--- config.mk ---
export PLATFORM = sky130hd
export DESIGN_NAME = word_score_accumulator
export DESIGN_NICKNAME = d
export VERILOG_FILES = /design/src/rtl/word_score_accumulator.sv
export SDC_FILE = /design/constraint.sdc
export NUM_CORES = 1
export LEC_CHECK = 0
export BUFFER_PORTS_ARGS = -buffer_cell sky130_fd_sc_hd__buf_4
export CAP_MARGIN = 20
export CORE_AREA = 2 2 61 63
export CTS_CLUSTER_SIZE = 28
export DETAILED_ROUTE_END_ITERATION = 12
export DIE_AREA = 0 0 63 65
export GPL_TIMING_DRIVEN = 0
export PLACE_DENSITY_LB_ADDON = 0.2
export SETUP_SLACK_MARGIN = 0.5
export SLEW_MARGIN = 20
export SYNTH_ARGS = -nofsm -noshare
export SYNTH_HDL_FRONTEND = slang
export SYNTH_SLANG_ARGS = --single-unit
--- constraint.sdc ---
create_clock -name clk -period 2.99 [get_ports clk]
set_input_delay 0.4485 -clock clk [delete_from_list [all_inputs] [get_ports clk]]
set_output_delay 0.4485 -clock clk [all_outputs]
set_load 0.02 [all_outputs]
--- src/rtl/word_score_accumulator.sv ---
// ============================================================================
// Module      : word_score_accumulator
// Description : Scores one match-flag sample per accepted handshake and keeps a
//               saturating running total over a game of ROUNDS rounds.
// Revision    : 1.0 - initial release
// ============================================================================
`default_nettype none

module word_score_accumulator #(
  parameter int SCORE_W     = 16,
  parameter int ROUNDS      = 8,
  parameter int SCORE_BONUS = 10,
  parameter int SCORE_FULL  = 8,
  parameter int SCORE_HALF  = 5,
  parameter int SCORE_MISS  = 2,
  parameter int CNT_W       = $clog2(ROUNDS + 1)
) (
  input  logic               clk,
  input  logic               reset,
  input  logic               start,
  input  logic               in_valid,
  output logic               in_ready,
  input  logic               full_match,
  input  logic               first_half,
  input  logic               second_half,
  input  logic               flag,
  output logic               score_valid,
  output logic [SCORE_W-1:0] score,
  output logic [SCORE_W-1:0] total,
  output logic [CNT_W-1:0]   round_idx,
  output logic               saturated,
  output logic               busy,
  output logic               done
);

  localparam logic [SCORE_W-1:0] c_BONUS     = SCORE_W'(SCORE_BONUS);
  localparam logic [SCORE_W-1:0] c_FULL      = SCORE_W'(SCORE_FULL);
  localparam logic [SCORE_W-1:0] c_HALF      = SCORE_W'(SCORE_HALF);
  localparam logic [SCORE_W-1:0] c_MISS      = SCORE_W'(SCORE_MISS);
  localparam logic [SCORE_W-1:0] c_MAX       = {SCORE_W{1'b1}};
  localparam logic [CNT_W-1:0]   c_LAST_ROUND = CNT_W'(ROUNDS - 1);

  typedef enum logic [1:0] {
    S_IDLE = 2'd0,
    S_RUN  = 2'd1,
    S_DONE = 2'd2
  } state_t;

  state_t r_state;
  state_t w_next_state;

  logic               w_accept;
  logic               w_clear;
  logic [SCORE_W-1:0] w_round_score;
  logic [SCORE_W:0]   w_sum;

  logic               r_score_valid;
  logic [SCORE_W-1:0] r_score;
  logic [SCORE_W-1:0] r_total;
  logic [CNT_W-1:0]   r_round_idx;
  logic               r_saturated;

  assign in_ready = (r_state == S_RUN);
  assign busy     = (r_state == S_RUN);
  assign done     = (r_state == S_DONE);
  assign w_accept = in_valid && in_ready;
  assign w_clear  = start && (r_state != S_RUN);

  always_comb begin
    w_round_score = c_MISS;
    if (second_half && flag) begin
      w_round_score = c_BONUS;
    end else if (full_match) begin
      w_round_score = c_FULL;
    end else if (first_half) begin
      w_round_score = c_HALF;
    end
  end

  // Carry out of the widened add marks a clipped total.
  assign w_sum = {1'b0, r_total} + {1'b0, w_round_score};

  always_ff @(posedge clk) begin
    if (reset) begin
      r_state <= S_IDLE;
    end else begin
      r_state <= w_next_state;
    end
  end

  always_comb begin
    w_next_state = r_state;
    case (r_state)
      S_IDLE: begin
        if (start) begin
          w_next_state = S_RUN;
        end
      end
      S_RUN: begin
        if (w_accept && (r_round_idx == c_LAST_ROUND)) begin
          w_next_state = S_DONE;
        end
      end
      S_DONE: begin
        if (start) begin
          w_next_state = S_RUN;
        end
      end
      default: w_next_state = S_IDLE;
    endcase
  end

  always_ff @(posedge clk) begin
    if (reset) begin
      r_score_valid <= 1'b0;
      r_score       <= '0;
      r_total       <= '0;
      r_round_idx   <= '0;
      r_saturated   <= 1'b0;
    end else if (w_clear) begin
      r_score_valid <= 1'b0;
      r_score       <= '0;
      r_total       <= '0;
      r_round_idx   <= '0;
      r_saturated   <= 1'b0;
    end else if (w_accept) begin
      r_score_valid <= 1'b1;
      r_score       <= w_round_score;
      r_round_idx   <= r_round_idx + 1'b1;
      if (w_sum[SCORE_W]) begin
        r_total     <= c_MAX;
        r_saturated <= 1'b1;
      end else begin
        r_total     <= w_sum[SCORE_W-1:0];
      end
    end else begin
      r_score_valid <= 1'b0;
    end
  end

  assign score_valid = r_score_valid;
  assign score       = r_score;
  assign total       = r_total;
  assign round_idx   = r_round_idx;
  assign saturated   = r_saturated;

endmodule

`default_nettype wire
# == Word-level counts from Yosys, hierarchy flattened ==
# Cells that the tools add are included.
# totals
ff_bits,40
out_inout_bits,41
wordCells,31
# classes
addsub,2
n_eq_ne,6
n_mux,8
reduce_logical,9
# ops
cell,n
$add A16 B16 Y17,1
$mux W16,1
$mux W4,2
$ne A2 B1 Y1 const B,3
$add A4 B1 Y4 const B,1
$eq A4 B3 Y1 const B,1
$logic_and A1 B1 Y1,4
$mux W2,2
$pmux W2 S2,1
$reduce_and A2 Y1,2
$reduce_or A2 Y1,2
$mux W3,1
$eq A2 B1 Y1 const B,1
$eq A2 B2 Y1 const B,1
$logic_not A2 Y1,1
$mux W1,1

# == Logic depth before layout (Yosys ltp) ==
# Gate-level depths: netlist (run 1).
# logic_depth
ltp_word,5
ltp_mapped,9

# == Least setup slack after synthesis (run 1) ==
# Ideal clock, no wire load.
# synth_path
path_kind,in2reg
start,input second_half
end,"register r_total[8], in the netlist total[8]"
setup_ns,0.074
t_arrival_ns,2.388
t_required_ns,2.916
slack_ns,0.527
path_stages,9
n_path_buf,0
path_cell_list,a21oi_1 > and2_1 > ha_1 > inv_1 > fa_1 > nand2b_1 > a21o_1 > or4_1 > a31oi_1
# synth_via
elab_chain_len,4
# synth_lines
item,line_no,text
start: declaration,25,"input logic second_half,"
$logic_and A1 B1 Y1,71,if (second_half && flag) begin
$mux W4,71,
via w_round_score[0],54,logic [SCORE_W-1:0] w_round_score;
$add A16 B16 Y17,81,"assign w_sum = {1'b0, r_total} + {1'b0, w_round_score};"
$mux W16,130,if (w_sum[SCORE_W]) begin
end signal: assignment,131,r_total <= c_MAX;
end signal: assignment,134,r_total <= w_sum[SCORE_W-1:0];
end: declaration,59,logic [SCORE_W-1:0] r_total;
# The timed path passes the listed nets, and every way through them passes these cells.
# A chain may end at the register's enable or synchronous reset.

# == Worst setup path in the final report (run 1) ==
# layout_path
start,input second_half
end,"register r_total[10], in the netlist total[10]"
# Same word-level chain as after synthesis.

==> impl_table.tex, run 1 <==
\begin{tabular}{lr}
\hline
Metric & Value \\
\hline
\multicolumn{2}{l}{\textbf{Finish}} \\
Area overhead of the layout relative to synthesis & 27.5\% \\
Total non-filler cell area in the finished layout & 1930 µm² \\
N\_diodes & 0 \\
FILL cells & 370 \\
Nets & 241 \\
Fraction of layout instances using a drive strength above 1 & 28.8\% \\
\multicolumn{2}{l}{\textbf{Yosys}} \\
Mean instance size in the synthesized netlist & 8.64 µm² \\
Register bit total from synthesis & 27 \\
Cells after Synth & 175 \\
Distinct cells, synth & 39 \\
Yosys synthesis warning count & 0 \\
Leading cell types by count after synthesis & dfxtp\_1 (27), a21oi\_1 (15), buf\_4 (15) \\
Post-Synthesis Cell Area & 1510 µm² \\
Largest cells by area after synthesis & dfxtp\_1 (36\%), buf\_4 (7.4\%), a21oi\_1 (5.0\%) \\
Sequential fraction of the synthesis area & 35.7\% \\
Area leader, netlist & dfxtp\_1 \\
Area share of the largest cell type after synthesis & 35.7\% \\
Fraction of registers with async set or reset after synthesis & 0\% \\
Top flip-flop cell by instance count after synthesis & dfxtp\_1 \\
Most common cell in the synthesized netlist & dfxtp\_1 \\
Number of synthesized flops with an enable pin & 0 \\
\multicolumn{2}{l}{\textbf{CTS}} \\
Hold buffer count at CTS & 0 \\
Post-CTS setup buffer count & 0 \\
Number of sinks driven by the clock tree & 27 \\
Clock latency on the worst-skew pair & 0.32 ns \\
Cell at the root of the clock tree & clkbuf\_4 \\
Clock transition at the registers of the reported paths & 0.14 ns \\
Buffer levels on the longest clock path & 2 \\
Post-CTS sizing & 0 \\
Count of H-tree levels built during CTS & 1 \\
TritonCTS clock tree & built \\
Total CTS buffers & 3 \\
\multicolumn{2}{l}{\textbf{STA}} \\
Worst Clk Skew & 0.00245 ns \\
Clock period minus final worst setup slack & 2.37 ns \\
Worst relative slew slack & 65.9\% \\
Number of hold violations in the final report & 0 \\
Sum Neg Setup Slack & 0 ns \\
Final setup violation count & 0 \\
Tcrit/Tclk final & 79.2\% \\
Unrepaired setup endpoints after global routing & false \\
Max frequency & 422 MHz \\
Transition time of the tightest slew-check pin & 0.509 ns \\
Max-slew violations & 0 \\
\multicolumn{2}{l}{\textbf{Flow run}} \\
Max-cap viol count & 0 \\
\multicolumn{2}{l}{\textbf{Placement}} \\
Final weighted congestion of routability-driven global placement & 0.884 \\
Post-place instance area & 1880 µm² \\
Input/output buffers & 36 \\
Post-detail-place hpwl & 2.54 mm \\
\multicolumn{2}{l}{\textbf{Die}} \\
Die Y & 65 µm \\
Total core area & 3500 µm² \\
IO Count & 49 \\
Overall die area & 4100 µm² \\
Initial Util & 43.3\% \\
Die span in x & 63 µm \\
Count of standard-cell rows & 22 \\
\multicolumn{2}{l}{\textbf{GRT}} \\
Global-route wire length before repair & 5.60 mm \\
Number of antenna violations at the first check in global routing & 0 \\
Total global-route track usage & 17.0\% \\
Pin count of the biggest net entering global routing & 15 \\
Remaining Overflow, GRT & 0 \\
Number of global-route vias before repair & 1271 \\
\multicolumn{2}{l}{\textbf{Power and ir drop}} \\
Static Leakage & 0.801 nW \\
Peak VDD IR & 0.163 mV \\
Cell Pwr Density & 333 nW/µm² \\
Total power after layout & 642 µW \\
\multicolumn{2}{l}{\textbf{Detailed routing}} \\
Detailed-route via count & 1382 \\
Final routed wire length divided by cell count & 12.1 µm \\
Number of violations reported at the end of detailed-routing iteration 0 & 35 \\
Final ANT Viol Nets & 0 \\
DR vias/cell & 5.04 \\
DRC Markers & 0 \\
Total wirelength of the detailed-routed design & 3.32 mm \\
Total iterations of the first detailed-routing run & 6 \\
\multicolumn{2}{l}{\textbf{Setup path}} \\
CP max stage delay & 0.46 ns \\
Cells traversed along the worst timing path & buf\_4 -> a21oi\_2 -> and2\_4 -> ha\_1 -> inv\_1 -> fa\_1 -> nand2b\_1 -> a21o\_4 -> or4\_1 -> a31oi\_1 \\
Arrival time reported for the critical path endpoint & 2.62 ns \\
Launch point of the worst path & second\_half \\
Highest net fanout along the worst path & 7 \\
Startpoint kind of the worst setup timing path & primary input \\
Worst R2R Start & total[0] \\
Cell with the biggest individual delay on the critical path & or4\_1 \\
CP Capture Type & register \\
Critical Path RT & 3.24 ns \\
Path type of the worst setup path & primary input to register \\
\multicolumn{2}{l}{\textbf{Hold path}} \\
Source of the worst hold timing path & reset \\
Tightest Hold Check Type & primary input to register \\
\multicolumn{2}{l}{\textbf{Status}} \\
Run status & complete, no violations \\
\hline
\end{tabular}
cell usage in the layout (no fill, tap or decap), types with 2 or more instances in the layout:
cell type / n
nand2_1: 10
a21o_1: 3
inv_1: 8
a21oi_2: 2
nand3b_1: 2
nand4_1: 3
clkbuf_4: 3
conb_1: 12
and2_1: 3
nand2b_1: 2
a211oi_1: 3
nor3_1: 4
nor4_1: 3
a21oi_1: 13
nand4b_1: 2
xor2_1: 4
or4_1: 7
o21ai_0: 4
xnor2_1: 2
dfxtp_1: 27
clkbuf_1: 5
buf_4: 51
ha_1: 5
nand3_2: 2
o31ai_1: 7
nor2_1: 11
a31oi_1: 11
nand3_1: 2
layout make-up:
cell class                 count  area [µm²]  area share [%]
multi-input combinational    131         862            44.7
sequential                    27         541            28.0
timing repair buffer          36         270            14.0
buffer                        20         139            7.20
tap                           48        60.1            3.11
inverter                       8        30.0            1.56
clock buffer                   4        26.3            1.36
sequential cells by signal, indices dropped and copies added, names as in the netlist:
register	flops
r_state	2
score	3
saturated	1
score_valid	1
round_idx	4
total	16
through the flow:
step | std cells | hold slack (ns) | util (%) | setup slack (ns)
2_1_floorplan | 186 | 0.518 | - | 0.527
3_3_place_gp | 270 | 0.440 | 53.9 | 0.203
3_5_place_dp | 270 | 0.454 | 53.9 | 0.215
4_1_cts | 274 | 0.291 | 54.7 | 0.531
5_1_grt | 274 | 0.286 | 55.2 | 0.500
6_report | 274 | 0.301 | 55.2 | 0.623
worst max-delay path: cells and delay by family:
kind	cells	cell delay [ns]
buffers and inverters	2	0.18
adder cells (fa/ha/maj)	2	0.55
AND/OR/NAND/NOR	3	0.86
AO/OA/AOI/OAI	3	0.59
power breakdown:
| part | switching (mW) | internal (mW) | total, mW |
|---|---|---|---|
| combinational | 0.0671 | 0.0465 | 0.114 |
| clock | 0.106 | 0.0521 | 0.158 |
| sequential | 0.00466 | 0.366 | 0.370 |
| total | 0.177 | 0.464 | 0.642 |
layer usage:
metal	vias up	GRT usage, %	wire [µm]
met2	26	29.1	1590
met4	0	6.39	24
met5	-	0	0
met1	639	21.4	1560
li1	715	-	-
met3	2	2.78	139
cell families (layout without fill, tap and decap cells):
kind of cell	after synthesis	after routing	synth area share, %
other	1	12	0.248
XOR/XNOR	6	6	3.47
adder cells (fa/ha/maj)	6	6	5.46
buffers and inverters	28	68	11.2
flip-flops	27	27	35.7
AO/OA/AOI/OAI	46	46	19.4
AND/OR/NAND/NOR	61	61	24.6
worst paths after layout:
check | end | slack [ns] | cells past startpoint
max | total[10] | 0.62 | 10
min | score_valid | 0.30 | 2
max reg2reg | total[10] | 0.80 | 7
min reg2reg | saturated | 0.47 | 2
Note: power is estimated with default switching activity, not from simulation.
==> inputs of run 2 (changes only) <==
- clock period: 2.99 -> 2.3 ns (I/O delays scaled with it)
==> run 2 against run 1 <==
Utilization up 7.4 points. Largest cell class unchanged. Setup slack worse by 0.22 ns. Global-route usage up 1.9 points. Flip-flop and latch count unchanged. Sequential share of layout area down 3.1 points. Clock power up 32%. Hold slack worse by 0.11 ns. Via count up 7.5%. Non-clock buffer count up 11. Register-to-register slack worse by 0.37 ns. Critical path depth unchanged. Highest routed layer unchanged. Sequential power up 30%.
==> impl_table.tex, run 2 (synthesis results as in run 1) <==
\begin{tabular}{lr}
\hline
Metric & Value \\
\hline
\multicolumn{2}{l}{\textbf{Status}} \\
Run status & complete, no violations \\
\multicolumn{2}{l}{\textbf{Power and ir drop}} \\
Sequential cell fraction of total power & 55.3\% \\
Total power after layout & 871 µW \\
Sw Ratio & 28.8\% \\
Reported net switching power & 251 µW \\
Internal power contribution & 620 µW \\
Peak VDD IR & 0.208 mV \\
Cell Pwr Density & 399 nW/µm² \\
Static Leakage & 0.892 nW \\
Clk network pwr share & 23.9\% \\
Comb pwr share & 20.7\% \\
\multicolumn{2}{l}{\textbf{Detailed routing}} \\
DR vias/cell & 5.19 \\
Final ANT Viol Nets & 0 \\
Number of violations reported at the end of detailed-routing iteration 0 & 77 \\
Detailed-route via count & 1485 \\
Total wirelength of the detailed-routed design & 3.89 mm \\
DRC Markers & 0 \\
Total iterations of the first detailed-routing run & 4 \\
Final routed wire length divided by cell count & 13.6 µm \\
\multicolumn{2}{l}{\textbf{Die}} \\
IO Count & 49 \\
Die Y & 65 µm \\
Initial Util & 43.3\% \\
Die span in x & 63 µm \\
Overall die area & 4100 µm² \\
Count of standard-cell rows & 22 \\
Total core area & 3500 µm² \\
\multicolumn{2}{l}{\textbf{Finish}} \\
Nets & 253 \\
Total non-filler cell area in the finished layout & 2190 µm² \\
Area overhead of the layout relative to synthesis & 44.5\% \\
Leading cell types in the layout, fill and taps excluded & buf\_4 (58), dfxtp\_1 (25), conb\_1 (12) \\
N\_diodes & 0 \\
FILL cells & 310 \\
Number of flip-flops under the largest register name & 16 \\
Fraction of layout instances using a drive strength above 1 & 40.3\% \\
Most common cell after layout, fill and taps aside & buf\_4 \\
\multicolumn{2}{l}{\textbf{CTS}} \\
Number of sinks driven by the clock tree & 27 \\
Count of H-tree levels built during CTS & 1 \\
Clock latency on the worst-skew pair & 0.33 ns \\
Cell at the root of the clock tree & clkbuf\_4 \\
Buffer levels on the longest clock path & 2 \\
Hold buffer count at CTS & 0 \\
Clock transition at the registers of the reported paths & 0.15 ns \\
TritonCTS clock tree & built \\
Total CTS buffers & 3 \\
\multicolumn{2}{l}{\textbf{GRT}} \\
Number of global-route vias before repair & 1304 \\
Total global-route track usage & 18.9\% \\
Number of antenna violations at the first check in global routing & 0 \\
Global-route wire length before repair & 6.22 mm \\
Pin count of the biggest net entering global routing & 16 \\
Remaining Overflow, GRT & 0 \\
\multicolumn{2}{l}{\textbf{STA}} \\
Worst relative slew slack & 60.0\% \\
Transition time of the tightest slew-check pin & 0.600 ns \\
Tcrit/Tclk final & 82.6\% \\
Clock period minus final worst setup slack & 1.90 ns \\
Max-slew violations & 0 \\
Worst Clk Skew & 0.00759 ns \\
Max frequency & 526 MHz \\
Number of hold violations in the final report & 0 \\
Unrepaired setup endpoints after global routing & true \\
Final setup violation count & 0 \\
\multicolumn{2}{l}{\textbf{Setup path}} \\
Critical Path RT & 2.57 ns \\
Arrival time reported for the critical path endpoint & 2.17 ns \\
Path type of the worst setup path & primary input to register \\
Cell family with the largest share of critical-path delay & simple AND/OR/NAND/NOR gates \\
Highest net fanout along the worst path & 5 \\
Startpoint kind of the worst setup timing path & primary input \\
Cells traversed along the worst timing path & buf\_6 -> a21oi\_4 -> and2\_4 -> ha\_4 -> inv\_2 -> fa\_2 -> nand2b\_4 -> a21o\_4 -> or4\_1 -> a31oi\_1 \\
WP buf/inv & 2 \\
CP max stage delay & 0.40 ns \\
CP Capture Type & register \\
Cell with the biggest individual delay on the critical path & or4\_1 \\
\multicolumn{2}{l}{\textbf{Placement}} \\
Input/output buffers & 36 \\
Final weighted congestion of routability-driven global placement & 0.842 \\
Post-detail-place hpwl & 2.61 mm \\
Post-place instance area & 1920 µm² \\
\multicolumn{2}{l}{\textbf{Flow run}} \\
Max-cap viol count & 0 \\
\multicolumn{2}{l}{\textbf{Hold path}} \\
Tightest Hold Check Type & primary input to register \\
\hline
\end{tabular}
-- run 2: cell type report --
cell class / instances / area, µm² / share of cell area, %
clock buffer: 3 / 22.5 / 1.03
buffer: 20 / 143 / 6.53
tap: 48 / 60.1 / 2.75
timing repair buffer: 47 / 365 / 16.7
clock inverter: 1 / 5.00 / 0.229
sequential: 27 / 546 / 25.0
inverter: 8 / 30.0 / 1.37
multi-input combinational: 132 / 1010 / 46.4
-- run 2: worst paths after layout --
path	cells past startpoint	endpoint	slack (ns)	startpoint
worst max-delay path	10	total[8]	0.40	flag
worst min-delay path	2	score_valid	0.19	reset
worst max register to register	7	total[8]	0.43	total[0]
worst min register to register	2	saturated	0.47	saturated
-- run 2: power groups by stage --
stage | Combinational (mW) | Clock, mW | Sequential (mW)
after global placement | 0.149 | 0 | 0.492
after global routing | 0.195 | 0.242 | 0.484
final | 0.181 | 0.209 | 0.482
after detailed placement | 0.150 | 0 | 0.492
after floorplan | 0.100 | 0 | 0.498
after CTS | 0.165 | 0.219 | 0.482
-- run 2: through the flow --
stage	worst slack (ns)	std cells	setup TNS, ns	util, %	hold WS, ns
4_1_cts	0.381	279	0	58.7	0.177
2_1_floorplan	0.162	186	0	-	0.414
6_report	0.399	286	0	62.5	0.191
3_3_place_gp	-0.166	270	-1.85	54.9	0.440
5_1_grt	0.355	286	0	62.5	0.158
3_5_place_dp	-0.192	270	-2.00	54.9	0.440
-- run 2: routing by layer --
layer / GRT usage [%] / share of wire, %
met1: 23.8 / 44
met5: 0 / 0
met4: 5.83 / 1.2
met3: 2.95 / 6.4
met2: 33.0 / 49
-- run 2: repair_timing --
action                     in CTS  in global routing
setup buffers                   4                  6
resized for setup              16                 13
pin swaps                       6                  7
setup endpoints to repair      17                 17
gates cloned                    1                  1
